`src/rtl/spatz_pkg.sv`:
```
// -----------------------------------------------------------------------------
// spatz_pkg
// Shared types and constants for the Spatz vector register file and its
// write-port arbitration.
//   vreg_addr_t            : VRF word address
//   vreg_data_t            : VRF write data word
//   vreg_be_t              : per-byte write enables for one data word
//   NrVrfWriteRequesters   : units sharing one VRF write port (VFU, VLSU, slide)
//   wport_state_e          : state of the write-port arbiter output stage
// -----------------------------------------------------------------------------
package spatz_pkg;

  localparam int unsigned VregAddrWidth = 5;
  localparam int unsigned VregDataWidth = 32;
  localparam int unsigned VregBeWidth   = VregDataWidth / 8;

  typedef logic [VregAddrWidth-1:0] vreg_addr_t;
  typedef logic [VregDataWidth-1:0] vreg_data_t;
  typedef logic [VregBeWidth-1:0]   vreg_be_t;

  localparam int unsigned NrVrfWriteRequesters = 3;

  // IDLE: output stage empty. BUSY: one granted beat waits for the VRF.
  typedef enum logic {
    WP_IDLE = 1'b0,
    WP_BUSY = 1'b1
  } wport_state_e;

endpackage

```
`src/rtl/spatz_rr_pick.sv`:
```
// -----------------------------------------------------------------------------
// spatz_rr_pick
// Combinational round-robin selector: returns the first set request bit at or
// above the pointer, wrapping around to index 0.
//   req_i   : request vector, one bit per requester
//   ptr_i   : round-robin start index (always < NrRequesters)
//   idx_o   : winning index (0 when nothing is requested)
//   valid_o : at least one request bit is set
// -----------------------------------------------------------------------------
module spatz_rr_pick #(
  parameter  int unsigned NrRequesters = 3,
  localparam int unsigned IdxW         = $clog2(NrRequesters)
) (
  input  logic [NrRequesters-1:0] req_i,
  input  logic [IdxW-1:0]         ptr_i,
  output logic [IdxW-1:0]         idx_o,
  output logic                    valid_o
);

  // Walk the requesters starting at the pointer and stop on the first hit;
  // the valid flag doubles as the "already found" marker.
  always_comb begin : pick
    int unsigned cand;
    idx_o   = '0;
    valid_o = 1'b0;
    cand    = 0;
    for (int unsigned off = 0; off < NrRequesters; off++) begin
      cand = (32'(ptr_i) + off) % NrRequesters;
      if (!valid_o && req_i[cand]) begin
        valid_o = 1'b1;
        idx_o   = IdxW'(cand);
      end
    end
  end

endmodule

```
`src/rtl/spatz_vrf_wport_arbiter.sv`:
```
// -----------------------------------------------------------------------------
// spatz_vrf_wport_arbiter
// Shares one VRF write port between several write requesters. Round-robin
// arbitration with an optional burst lock and a starvation limit on the lock.
// The winning beat is registered, so the VRF sees it one cycle later.
//   clk_i, rst_i   : clock, synchronous active-high reset
//   req_waddr_i    : per-requester write address
//   req_wdata_i    : per-requester write data
//   req_wbe_i      : per-requester byte enables
//   req_we_i       : per-requester write request, held until req_wvalid_o
//   req_lock_i     : owner wants to keep the port after its current beat
//   req_wvalid_o   : one-hot write-accepted pulse back to the owner
//   vrf_waddr_o, vrf_wdata_o, vrf_wbe_o, vrf_we_o : registered VRF write beat
//   vrf_wvalid_i   : VRF accepted the beat
//   owner_o        : index of the requester held in the output stage
// -----------------------------------------------------------------------------
module spatz_vrf_wport_arbiter
  import spatz_pkg::*;
#(
  parameter  int unsigned NrRequesters = NrVrfWriteRequesters,
  parameter  int unsigned MaxLockBeats = 8,
  localparam int unsigned IdxW         = $clog2(NrRequesters)
) (
  input  logic                                clk_i,
  input  logic                                rst_i,
  input  vreg_addr_t [NrRequesters-1:0]       req_waddr_i,
  input  vreg_data_t [NrRequesters-1:0]       req_wdata_i,
  input  vreg_be_t   [NrRequesters-1:0]       req_wbe_i,
  input  logic       [NrRequesters-1:0]       req_we_i,
  input  logic       [NrRequesters-1:0]       req_lock_i,
  output logic       [NrRequesters-1:0]       req_wvalid_o,
  output vreg_addr_t                          vrf_waddr_o,
  output vreg_data_t                          vrf_wdata_o,
  output vreg_be_t                            vrf_wbe_o,
  output logic                                vrf_we_o,
  input  logic                                vrf_wvalid_i,
  output logic       [IdxW-1:0]               owner_o
);

  localparam int unsigned CntW = $clog2(MaxLockBeats + 1);

  wport_state_e     state_q, state_d;
  vreg_addr_t       waddr_q, waddr_d;
  vreg_data_t       wdata_q, wdata_d;
  vreg_be_t         wbe_q,   wbe_d;
  logic [IdxW-1:0]  owner_q, owner_d;
  logic [IdxW-1:0]  rr_q,    rr_d;
  logic             lock_q,  lock_d;
  logic [CntW-1:0]  cnt_q,   cnt_d;

  logic                    ack;
  logic                    arb;
  logic [NrRequesters-1:0] owner_oh;
  logic [NrRequesters-1:0] elig;
  logic [NrRequesters-1:0] others;
  logic                    lock_limit;
  logic                    lock_cand;
  logic                    lock_win;
  logic                    lock_hold;
  logic                    win;
  logic [IdxW-1:0]         win_idx;
  logic [IdxW-1:0]         rr_idx;
  logic                    rr_valid;

  // Decode the arbitration context. The acknowledged owner's request is stale
  // in its ack cycle, so it is removed from the eligible set there. The ack is
  // suppressed during reset so a dropped beat never reports acceptance.
  always_comb begin
    owner_oh          = '0;
    owner_oh[owner_q] = 1'b1;
    ack        = (state_q == WP_BUSY) && vrf_wvalid_i && !rst_i;
    arb        = (state_q == WP_IDLE) || ack;
    elig       = req_we_i & (ack ? ~owner_oh : {NrRequesters{1'b1}});
    others     = elig & ~owner_oh;
    lock_limit = (cnt_q == CntW'(MaxLockBeats));
    // In IDLE the latched lock of the previous owner decides the win directly.
    lock_cand  = (state_q == WP_IDLE) && lock_q && req_we_i[owner_q];
    lock_win   = lock_cand && !lock_limit;
    // At ack the owner cannot win yet (its request is stale), so a fresh lock
    // request keeps the port free for one cycle instead of handing it over;
    // the owner then takes it back from IDLE. This is why a locked owner gets
    // one beat every two cycles.
    lock_hold  = ack && req_lock_i[owner_q] && !lock_limit;
    win        = arb && (lock_win || (!lock_hold && rr_valid));
    win_idx    = lock_win ? owner_q : rr_idx;
  end

  spatz_rr_pick #(
    .NrRequesters(NrRequesters)
  ) i_rr_pick (
    .req_i  (elig),
    .ptr_i  (rr_q),
    .idx_o  (rr_idx),
    .valid_o(rr_valid)
  );

  // Next-state logic for the output stage, round-robin pointer, lock latch and
  // lock counter. Nothing moves while a beat waits for the VRF.
  always_comb begin
    state_d = state_q;
    waddr_d = waddr_q;
    wdata_d = wdata_q;
    wbe_d   = wbe_q;
    owner_d = owner_q;
    rr_d    = rr_q;
    lock_d  = lock_q;
    cnt_d   = cnt_q;

    if (arb) begin
      if (win) begin
        state_d = WP_BUSY;
        waddr_d = req_waddr_i[win_idx];
        wdata_d = req_wdata_i[win_idx];
        wbe_d   = req_wbe_i[win_idx];
        owner_d = win_idx;
      end else begin
        state_d = WP_IDLE;
      end

      if (win && !lock_win) begin
        rr_d = (win_idx == IdxW'(NrRequesters - 1)) ? '0 : win_idx + 1'b1;
      end

      // Count lock wins only while someone else is waiting; once the limit is
      // reached the lock is ignored for one arbitration and the count restarts.
      if (lock_win) begin
        if (|others) begin
          cnt_d = cnt_q + 1'b1;
        end
      end else if (win || lock_limit) begin
        cnt_d = '0;
      end

      // The lock is re-sampled at every ack; an IDLE arbitration consumes it,
      // and a silent owner loses it.
      if (ack) begin
        lock_d = req_lock_i[owner_q];
      end else begin
        lock_d = 1'b0;
      end
    end
  end

  // All state registers with synchronous reset; a pending beat is dropped.
  always_ff @(posedge clk_i) begin
    if (rst_i) begin
      state_q <= WP_IDLE;
      waddr_q <= '0;
      wdata_q <= '0;
      wbe_q   <= '0;
      owner_q <= '0;
      rr_q    <= '0;
      lock_q  <= 1'b0;
      cnt_q   <= '0;
    end else begin
      state_q <= state_d;
      waddr_q <= waddr_d;
      wdata_q <= wdata_d;
      wbe_q   <= wbe_d;
      owner_q <= owner_d;
      rr_q    <= rr_d;
      lock_q  <= lock_d;
      cnt_q   <= cnt_d;
    end
  end

  assign vrf_we_o     = (state_q == WP_BUSY);
  assign vrf_waddr_o  = waddr_q;
  assign vrf_wdata_o  = wdata_q;
  assign vrf_wbe_o    = wbe_q;
  assign owner_o      = owner_q;
  assign req_wvalid_o = ack ? owner_oh : '0;

  // Protocol checks on the requester and VRF interfaces.
  for (genvar i = 0; i < NrRequesters; i++) begin : g_we_hold
    assert property (@(posedge clk_i) disable iff (rst_i)
      (req_we_i[i] && !req_wvalid_o[i]) |=> req_we_i[i]);
  end

  assert property (@(posedge clk_i) $onehot0(req_wvalid_o));

  assert property (@(posedge clk_i) disable iff (rst_i)
    (vrf_we_o && !vrf_wvalid_i) |=>
      ($stable(vrf_waddr_o) && $stable(vrf_wdata_o) &&
       $stable(vrf_wbe_o) && $stable(vrf_we_o) && $stable(owner_o)));

endmodule

```
`config.mk`:
```
export PLATFORM = sky130hd
export DESIGN_NAME = spatz_vrf_wport_arbiter
export DESIGN_NICKNAME = d
export VERILOG_FILES = /design/src/rtl/spatz_pkg.sv /design/src/rtl/spatz_rr_pick.sv /design/src/rtl/spatz_vrf_wport_arbiter.sv
export SDC_FILE = /design/constraint.sdc
export NUM_CORES = 1
export LEC_CHECK = 0
export CORE_ASPECT_RATIO = 1.2
export CORE_MARGIN = 2
export CORE_UTILIZATION = 34
export DETAILED_ROUTE_END_ITERATION = 8
export HOLD_SLACK_MARGIN = 0.02
export PLACE_DENSITY = 0.7
export REMOVE_ABC_BUFFERS = 1
export SLEW_MARGIN = 10
export SYNTH_ARGS = -nofsm -noshare
export SYNTH_HDL_FRONTEND = slang
export SYNTH_SLANG_ARGS = --single-unit
```
`constraint.sdc`:
```
create_clock -name clk_i -period 2.6 [get_ports clk_i]
set_clock_uncertainty 0.15 [all_clocks]
set_input_delay 0.78 -clock clk_i [delete_from_list [all_inputs] [get_ports clk_i]]
set_output_delay 0.78 -clock clk_i [all_outputs]
set_load 0.1 [all_outputs]
```
==> results.json <==
{
  "clockRootBuffer": "clkbuf_16",
  "cts_buffer_depth": 2,
  "min_path_type": "flip-flop to flip-flop",
  "drtPass1Iterations": 4,
  "setup_viol": 0,
  "route.vias.total": 4255,
  "die_w_um": 104,
  "clk_pin_slew_ns": 0.07,
  "crit_type": "input port to output pin",
  "fin_area_um2": 6620,
  "synth_area_um2": 4060,
  "timing.hold.ws_ns": 0.333,
  "post-route-util_pct": 56.9,
  "ys_seq_area_share_pct": 25.1,
  "grt_max_degree": 24,
  "final_common_cell": "clkdlybuf4s50_1",
  "drive_gt1_share_pct": 38.1,
  "clock_sinks": 51,
  "crit_slowest_cell": "nor2_2",
  "placedInstanceArea_um2": 6200,
  "drv_slew": 0,
  "grtUsageTotal_pct": 22.3,
  "wl_per_cell_um": 19.2,
  "max_freq_mhz": 396,
  "tightestPinTransition_ns": 0.429,
  "final_cells": 773,
  "cts-hold-fix-buffers": 0,
  "fin_crit_ns": 2.53,
  "num_rows": 43,
  "finalNetCount": 751,
  "numCtsBuffers": 5,
  "crit_chain": "buf_6 -> nand3b_4 -> nor2_2 -> buf_4 -> buf_12",
  "place_congestion": 0.934,
  "dp_hpwl_um": 10600,
  "path_max_fanout": 5,
  "vdd_drop_max_mv": 0.778,
  "synth_cell_types": 64,
  "min_period_over_period_pct": 97.2,
  "h-tree-depth": 2,
  "port_buffers": 178,
  "crit_arrival_ns": 1.60,
  "drt-initial-drc-count": 200,
  "diodes": 0,
  "p_total_mw": 9.01,
  "p_per_area_nw_per_um2": 1360,
  "setup_ws_ns": 0.0736,
  "p_leak_nw": 2.48,
  "final_antenna_net_count": 0,
  "grt_pass1_wl_um": 22900,
  "worstSetupStartpointType": "input port",
  "dieArea_um2": 12800,
  "synthToLayoutAreaGrowth_pct": 62.9,
  "grt_antenna_before_repair": 0,
  "synth_warnings": 0,
  "avgSynthCellArea_um2": 9.88,
  "fin_setup_tns_ns": 0,
  "initial_core_util_pct": 34.9,
  "die_y_um": 124,
  "max_stage_delay_ns": 0.21,
  "maxSlewHeadroom_pct": 71.4,
  "rsz0062_at_grt": "false",
  "io_pins": 179,
  "dp.cells": 757,
  "drcViolationCount": 0,
  "overflow": 0,
  "grt_pass1_vias": 4408,
  "synth-seq-cells": 51,
  "worstSkewPairLatency_ns": 0.29,
  "cts_tree": "built",
  "dp_slack_ns": -0.598,
  "wl_um": 14800,
  "ys.flop_type": "dfxtp_1",
  "critPathRequiredTime_ns": 1.67,
  "coreArea_um2": 11600,
  "outcome": "complete, no violations",
  "critPathCaptureType": "output pin",
  "syn_inst": 411,
  "hold_viol_final": 0,
  "synth_edf_count": 0,
  "final_cell_mix": "clkdlybuf4s50_1 (126), buf_4 (84), a21oi_1 (51)",
  "via_per_inst": 5.50,
  "cap_violations": 0,
  "async_flop_share_pct": 0
}
[state kept, by name, indices dropped and copies added, names as in the netlist]
register     count
cnt_q            4
owner_o          2
rr_q             2
vrf_wbe_o        4
lock_q           1
vrf_waddr_o      5
vrf_wdata_o     32
vrf_we_o         1
[path summary, 6_finish.rpt]
path,from,endpoint,slack [ns],cells past startpoint
setup / recovery,rst_i,req_wvalid_o[2],0.07,5
hold reg to reg,vrf_wdata_o[25],vrf_wdata_o[25],0.33,2
setup reg to reg,rr_q[0],vrf_wdata_o[10],0.11,10
hold / removal,vrf_wdata_o[25],vrf_wdata_o[25],0.33,2
[cell type report]
cell class	count	area, um^2
Clock inverter	3	46.3
Fill cell	1003	5000
Inverter	48	180
Tap cell	157	196
Timing Repair Buffer	240	2430
Clock buffer	5	125
Sequential cell	51	1020
Multi-Input combinational cell	269	2610
[power breakdown]
group	internal, mW	switching [mW]
combinational	2.35	4.56
sequential	1.13	0.192
clock	0.458	0.323
[cell usage after synthesis (2+ instances only)]
cell | n | share of area (%)
o32ai_1 | 2 | 0.43
a41oi_1 | 2 | 0.43
nor2b_1 | 2 | 0.31
ha_1 | 4 | 1.2
or2_1 | 2 | 0.31
nand2b_4 | 2 | 0.68
clkbuf_8 | 3 | 1.0
clkbuf_4 | 2 | 0.37
buf_6 | 14 | 3.9
clkbuf_1 | 13 | 1.2
buf_8 | 4 | 1.5
and3_2 | 2 | 0.37
a21oi_1 | 51 | 6.3
o21ai_2 | 2 | 0.43
and3b_1 | 2 | 0.43
o211ai_1 | 5 | 0.92
a211oi_1 | 2 | 0.37
a221oi_2 | 40 | 15
nor3_1 | 6 | 0.74
buf_2 | 4 | 0.49
nor2_1 | 7 | 0.65
inv_1 | 48 | 4.4
dfxtp_1 | 51 | 25
mux2i_1 | 3 | 0.74
o21ai_0 | 10 | 1.2
nand2b_1 | 4 | 0.62
nand2_1 | 6 | 0.55
o31ai_1 | 42 | 7.8
o22ai_2 | 41 | 13
[worst max-delay path, delay by kind of cell]
family        cells  cell delay [ns]
buf+inv           3             0.40
simple gates      2             0.40
[per-layer routing]
metal  part of all wire, %  GRT usage [%]  up-vias
met4                   3.3           8.87        0
met3                   6.1           4.45       31
met5                     0              0        -
met2                    52           42.1      182
li1                      -              -     2008
met1                    39           24.9     2034
[repair_timing]
item	4_1_cts	5_1_grt
cloned	3	1
endpoints found under the setup margin	53	30
resized for setup	31	11
pin swaps	11	6
setup buffers	7	0
[kinds of logic (layout without fill, tap and decap cells)]
group / Yosys count / count (layout) / share of synthesized area, %
AOI/OAI and AO/OA: 215 / 215 / 51.1
adders and majority gates: 4 / 4 / 1.23
buffers and inverters: 91 / 296 / 13.8
DFF: 51 / 51 / 25.1
muxes: 5 / 5 / 1.39
and+or+nand+nor: 45 / 45 / 7.36
Note: power is estimated with default switching activity, not from simulation.
==> patch, RTL diff (same flow settings) <==
Set the package constant `VregAddrWidth` to 7 (it was 5).
--- a/src/rtl/spatz_pkg.sv
+++ b/src/rtl/spatz_pkg.sv
@@ -10,7 +10,7 @@
 // -----------------------------------------------------------------------------
 package spatz_pkg;
 
-  localparam int unsigned VregAddrWidth = 5;
+  localparam int unsigned VregAddrWidth = 7;
   localparam int unsigned VregDataWidth = 32;
   localparam int unsigned VregBeWidth   = VregDataWidth / 8;
 
Ports: changed (resized req_waddr_i and vrf_waddr_o); port bits go from 179 to 187. No check against the original RTL was run, so the function may have changed too.
==> patch against the unedited design <==
Synthesized area down 24%; total power shrank 5.3%; highest routed layer unchanged; setup slack worse by 170 ps; the run now ends with negative setup slack left; core utilization increased by 12 points; via count down 9.1%; first-iteration DRC count down 5.0%; final area shrank 7.0%; maximum frequency is 6.2% lower; wire length is 9.0% lower; worst hold slack improved by 9.0 ps; sequential cell count up 2.
==> patch: results (changes against the unedited design) <==
* CP max FO at 6 (+1)
* M1 WL at 5010 microns (-13%)
* Area of placed instances at 5170 sq um (-17%)
* Net count, final at 739 (-1.6%)
* Final WL at 13500 microns (-9.0%)
* Fillers at 696 (-31%)
* Setup slack after layout at -93.0 ps (-167 ps)
* Top post-synthesis cells by count: 62 x nor2_1, 53 x dfxtp_1, 52 x nand2_1, 45 x a31oi_1, 40 x a22oi_1
* Pleak at 0.00235 uW (-5.1%)
* CTS clk-pin slew, worst paths at 100 ps (+30 ps)
* Synth Area in XOR/XNOR at 0.285% (+0.29 points)
* Worst hold start: vrf_waddr_o[0]
* Worst rel slew slack at 76.6% (+5.2 points)
* Final std cells w/o fill at 718 (-7.1%)
* Vias/cell at 5.38 (-2.2%)
* Count of cell types in the netlist at 60 (-6.3%)
* Final setup viols at 45 (+45)
* Synth top area cells: dfxtp_1 35%, a22oi_1 9.8%, a31oi_1 9.2%, nor2_1 7.6%, nand2_1 6.4%
* Status: finished, violations left
* Post-DP HPWL at 8440 microns (-20%)
* Port Buffers at 186 (+4.5%)
* Share of post-route cells with drive strength above 1 at 36.3% (-1.9 points)
* Register area share after synthesis at 34.6% (+9.4 points)
* Worst-Skew Late Latency at 320 ps (+30 ps)
* First-pass GRT wire length at 17800 microns (-22%)
* Gr usage total at 22.6% (+0.20 points)
* Failing checks: negative setup slack
* Synthesized instance count at 373 (-9.2%)
* # placed instances at 686 (-9.4%)
* Compound-Gate Fraction of Synth Area at 30.9% (-20 points)
-- patch: changes by cell type after synthesis, sizes merged, moves of 15 or more --
cell    delta
nor2      +55
a21oi     -47
nand2     +46
a22oi     +45
a31oi     +45
o31ai     -43
o22ai     -42
a221oi    -39
inv       -38
clkbuf    -15
-- patch: worst paths after layout --
| check | end | slack [ps] | cells after the start |
|---|---|---|---|
| min reg2reg | vrf_waddr_o[0] | 340 | 2 |
| min | vrf_waddr_o[0] | 340 | 2 |
| max reg2reg | vrf_waddr_o[6] | -20 | 11 |
| max | vrf_waddr_o[6] | -90 | 10 |
-- patch: logic make-up (layout without fill, tap and decap cells) --
| family | after synthesis | after routing |
|---|---|---|
| and+or+nand+nor | 140 | 140 |
| AOI/OAI and AO/OA | 126 | 126 |
| DFF | 53 | 53 |
| buffers and inverters | 41 | 266 |
| muxes | 8 | 8 |
| adders and majority gates | 4 | 4 |
| xor gates and xnor gates | 1 | 1 |
-- patch: timing repair --
action,CTS,global route
buffers inserted,5,9
pin swaps,8,30
endpoints found under the hold margin,0,0
gates cloned,3,7
resized for setup,33,93
setup endpoints to repair,55,52
-- patch: where the power goes --
part	internal, uW	switching, uW	leakage [uW]	total, uW
combinational	2300	4220	0.00185	6520
sequential	1160	221	0.000442	1380
clock	321	304	0.0000633	624
total	3780	4750	0.00235	8530
-- patch: layout make-up --
cell class	count	share of cell area (%)
flip-flops and latches	53	17.3
clock buffers	6	1.34
clock inverters	2	0.671
well taps	120	2.44
inverters	10	0.610
multi-input cells	279	35.8
repair buffers	248	41.8
-- patch: critical path, cell delays in order --
cell       delay (ps)
buf_8             110
nand4bb_4         270
o2111a_1          320
a32oi_1           300
o221a_4           280
nor4_4             50
buf_6             160
clkbuf_16         170
a22oi_2           200
a31oi_1           100
